`config.mk`:
```
export PLATFORM = sky130hd
export DESIGN_NAME = next_line_prefetcher
export DESIGN_NICKNAME = d
export VERILOG_FILES = /design/src/rtl/pf_pkg.sv /design/src/rtl/next_line_prefetcher.sv
export SDC_FILE = /design/constraint.sdc
export NUM_CORES = 1
export LEC_CHECK = 0
export CAP_MARGIN = 25
export CORE_AREA = 5 5 251 253
export CTS_CLUSTER_DIAMETER = 80
export DETAILED_ROUTE_END_ITERATION = 12
export DIE_AREA = 0 0 256 258
export HOLD_SLACK_MARGIN = 0.06
export SYNTH_ARGS = -nofsm -noshare
export SYNTH_HDL_FRONTEND = slang
export SYNTH_SLANG_ARGS = --single-unit
```
`constraint.sdc`:
```
create_clock -name clk -period 1.8 [get_ports clk]
set_input_delay 0.27 -clock clk [delete_from_list [all_inputs] [get_ports clk]]
set_output_delay 0.27 -clock clk [all_outputs]
set_load 0.05 [all_outputs]
```
`src/rtl/pf_pkg.sv`:
```
// Shared types and helpers for the next-line prefetcher.
package pf_pkg;

  localparam int PF_ADDR_W   = 32;
  localparam int PF_OFFSET_W = 5;
  localparam int LINE_BYTES  = 1 << PF_OFFSET_W;

  typedef enum logic [2:0] {
    IDLE,
    ARM,
    PROBE,
    FETCH,
    HOLD
  } pf_state_t;

  function automatic logic [PF_ADDR_W-1:0] line_align(input logic [PF_ADDR_W-1:0] addr);
    return addr & ~PF_ADDR_W'(LINE_BYTES - 1);
  endfunction

endpackage

```
`src/rtl/next_line_prefetcher.sv`:
```
// Next-line prefetcher: fetches the line after each demand miss into a one-entry buffer.
// Define PF_PAGE_BOUNDARY_EN to also suppress prefetches that would cross a page.
module next_line_prefetcher
  import pf_pkg::*;
#(
  parameter int ADDR_W   = 32,
  parameter int LINE_W   = 256,
  parameter int OFFSET_W = 5,
  parameter int PAGE_W   = 12
) (
  input  logic              clk,
  input  logic              rst,
  input  logic              prefetch_start,
  input  logic [ADDR_W-1:0] demand_addr,
  input  logic              demand_pmem_busy,
  output logic [ADDR_W-1:0] pf_probe_addr,
  input  logic              pf_probe_hit,
  input  logic              pf_probe_way,
  input  logic              pf_probe_dirty,
  output logic              pf_pmem_read,
  output logic [ADDR_W-1:0] pf_pmem_address,
  output logic              pf_pmem_active,
  input  logic              pmem_resp,
  input  logic [LINE_W-1:0] pmem_rdata,
  output logic              prefetch_ready,
  input  logic              prefetch_ack,
  output logic              pf_cache_way,
  output logic [LINE_W-1:0] pf_line,
  output logic [ADDR_W-1:0] pf_addr
);

`ifdef PF_PAGE_BOUNDARY_EN
  localparam bit PAGE_GUARD = 1'b1;
`else
  localparam bit PAGE_GUARD = 1'b0;
`endif

  pf_state_t   state;
  logic        start_q;
  logic        trigger;
  logic        page_last;
  logic        drop;
  logic        in_hold;
  logic        blocked;
  logic [ADDR_W:0] target;

  // Extra MSB catches wrap past the top of the address space.
  assign target    = {1'b0, line_align(demand_addr)} + (ADDR_W+1)'(LINE_BYTES);
  assign page_last = &demand_addr[PAGE_W-1:OFFSET_W];
  assign drop      = target[ADDR_W] | (PAGE_GUARD & page_last);
  assign trigger   = prefetch_start & ~start_q & ~drop;

  assign blocked         = pf_probe_hit | pf_probe_dirty;
  assign in_hold         = (state == HOLD);
  assign pf_probe_addr   = pf_addr;
  assign pf_pmem_address = pf_addr;
  assign pf_pmem_read    = (state == FETCH);
  assign pf_pmem_active  = (state == FETCH);
  assign prefetch_ready  = in_hold & ~blocked;
  assign pf_cache_way    = in_hold & pf_probe_way;

  always_ff @(posedge clk) begin
    if (rst) begin
      state   <= IDLE;
      pf_addr <= '0;
      pf_line <= '0;
      start_q <= 1'b0;
    end else begin
      start_q <= prefetch_start;
      case (state)
        IDLE: if (trigger) begin
          pf_addr <= target[ADDR_W-1:0];
          state   <= ARM;
        end
        // Let the demand fill drain before touching the tags or the adapter.
        ARM: if (!prefetch_start && !demand_pmem_busy) state <= PROBE;
        PROBE: state <= blocked ? IDLE : FETCH;
        FETCH: if (pmem_resp) begin
          pf_line <= pmem_rdata;
          state   <= HOLD;
        end
        // A demand fill may have claimed the line or dirtied the victim meanwhile.
        HOLD: if (blocked || prefetch_ack) state <= IDLE;
        default: state <= IDLE;
      endcase
    end
  end

endmodule

```
==> flow_summary.yaml <==
floorplan:
  die_h_um: 258
  ios: 653
  die-area_um2: 66000
  die_x_um: 256
  fp.coreArea_um2: 60800
  rows: 91
  start_util: 0.179
drt:
  wl_per_cell_um: 16.0
  vias_per_cell: 4.09
  drc_errors: 0
  antenna_left: 0
  dr.pass1.iters: 5
  drtIter0Drc: 524
  wl_um: 45600
  dr_total_vias: 11600
setup_path:
  reg2reg_from: "state[0]"
  reg2reg_setup_slack_ps: 70
  startpoint_type: "register"
  cp_cell_sequence: "nor2b_4 > buf_6 > and2_4 > buf_12"
  reg2reg_to: "pf_addr[24]"
  max_stage_delay_ps: 370
  cp_slowest_cell: "dfxtp_4"
  required_ps: 1530
  endpoint_kind: "output port"
  critPathMaxFanout: 3
  critical_path_class: "reg -> out"
  cp_top_family: "flip-flops"
  crit_buf_inv: 2
  crit_cells: 4
  critPathArrivalTime_ps: 1470
  r2r_cells: 7
synthesis:
  synthFlopType: "dfxtp_1"
  synthCells: 1381
  synth.top_cell.area_share: 0.527
  ys_seq_elements: 287
  yosys-top-cells-area: "dfxtp_1 53%, nand2_1 18%, a21oi_1 12%"
  synthTopCellsByCount: "525 x nand2_1, 287 x dfxtp_1, 258 x a21oi_1"
  synth_edf_count: 0
  synth_cell_types: 36
  ys_warn_count: 0
  yosysSeqAreaShare: 0.527
  synth.most_common_cell: "nand2_1"
  synthesis.area_um2: 10900
  synth_largest_area_cell: "dfxtp_1"
  async_reset_ff_frac: 0
  synth.avg_cell_area_um2: 7.90
power_and_ir_drop:
  p_per_area_nw_per_um2: 880
  p_leak_nw: 7.74
  peakVddDrop_uv: 576
clocking:
  hold_buffers: 0
  clock_sinks: 287
  h-tree-depth: 2
  cts_buffers: 36
  path_clk_slew_ps: 60
  cts_tree: "built"
  clkLatencyLatePin_ps: 540
  clock_path_buffers: 3
  cts-root-buf: "clkbuf_16"
place:
  placed_area_um2: 18000
  place_congestion: 0.876
  dp_hpwl_um: 35100
  io_buffers: 632
global_routing:
  grt_max_degree: 66
  grt_overflow: 0
  grt_pass1_wl_um: 67800
  grt_pass1_vias: 11600
  antenna_found_initial: 4
  grt_use_total: 0.128
timing:
  fin_crit_ps: 1740
  rsz0062_at_grt: "true"
  final_max_slew_viol_count: 0
  post-route-period-util: 0.969
  hold_violations: 0
  worst_clock_skew_ps: 19.7
  setup_viol_count_final: 0
  worstMarginPinSlew_ps: 616
  fmax_mhz: 573
  relSlewSlack: 0.590
flow_run:
  drv_cap: 0
hold_path:
  hold_path_class: "in -> reg"
  holdPathEnd: "pf_line[163]"
  whs_path_depth: 2
  min_from: "rst"
run_status:
  run_status: "completed"
layout:
  nets: 2326
  drive_gt1_frac: 0.215
  areaGrowthSynthToFinish_pct: 75.6
  fin_util: 0.315
  fin_area_um2: 19200
power breakdown:
group	switching [mW]	internal (mW)	total, mW
clock network	2.88	4.19	7.06
logic	1.85	1.27	3.12
registers	0.160	6.52	6.68
total	4.88	12.0	16.9
layout by cell type (no fill, tap or decap), types with 2 or more instances in the layout:
cell type and instances:
a21oi_1 257, inv_1 4, mux2i_1 2, dlygate4sd2_1 111, nor4_2 3, clkbuf_16 36
clkdlybuf4s50_1 290, and3_1 3, xor2_1 7, clkbuf_8 8, nand3_1 10, clkinv_2 4
nor2_1 36, clkbuf_1 9, diode_2 2, inv_6 2, buf_6 2, a211oi_2 4
nand2_1 524, nor3_2 5, buf_12 24, a211oi_1 21, dfxtp_1 284, buf_4 333
nand4_1 5, dfxtp_4 2, xnor2_1 18, conb_1 15, nor4_1 5, nor2b_1 2
logic make-up after synthesis:
kind of cell / after synthesis / share of synthesized area
multiplexers: 2 / 0.00184
flip-flops: 287 / 0.527
AND/OR/NAND/NOR: 607 / 0.224
AO/OA/AOI/OAI: 288 / 0.140
XOR/XNOR: 25 / 0.0201
other: 1 / 0.000344
buffers and inverters: 170 / 0.0862
adder cells (fa/ha/maj): 1 / 0.00115
state kept, by name, indices dropped and copies added (netlist names):
register,cells
state,3
pf_line,256
start_q,1
pf_addr,27
repair_timing:
action | in CTS | in global routing
pin swaps | 2 | 2
endpoints found under the setup margin | 115 | 22
gates cloned | 0 | 0
gates resized for setup | 122 | 7
setup buffers | 3 | 1
area by class of cell:
cell class              count  area [um2]
repair buffers            761        6890
inverters                   4        15.0
clock buffers              53        1040
multi-input cells         938        4350
clock inverters            10         104
flip-flops and latches    287        5750
well taps                 790         988
fillers                  6452       41600
diodes                      2        5.00
worst max-delay path by stage:
stage	start	to
final	state[0]	pf_pmem_active
after floorplan	state[0]	pf_pmem_read
after global placement	demand_addr[19]	pf_addr[19]
after global routing	state[0]	pf_pmem_active
after CTS	state[1]	prefetch_ready
after detailed placement	demand_addr[19]	pf_addr[6]
metrics by stage:
| step | total power [mW] | hold slack [ps] | setup TNS [ps] | cells | setup slack, ps |
|---|---|---|---|---|---|
| after floorplan | 8.59 | 366 | 0 | 1395 | 200 |
| after global placement | 9.90 | 442 | -19880 | 2776 | -361 |
| after detailed placement | 9.92 | 446 | -20920 | 2776 | -386 |
| after CTS | 17.1 | 162 | -76.5 | 2842 | -39.1 |
| after global routing | 17.6 | 196 | -147 | 2845 | -34.5 |
| final | 16.9 | 192 | 0 | 2845 | 55.1 |
layer usage:
layer  part of all wire  global-route usage  wire length, um
met2               0.50               0.226            22800
met4              0.034              0.0483             1540
met3              0.083              0.0464             3790
met5            0.00046                   0               21
met1               0.38               0.140            17400
Note: power is estimated with default switching activity, not from simulation.
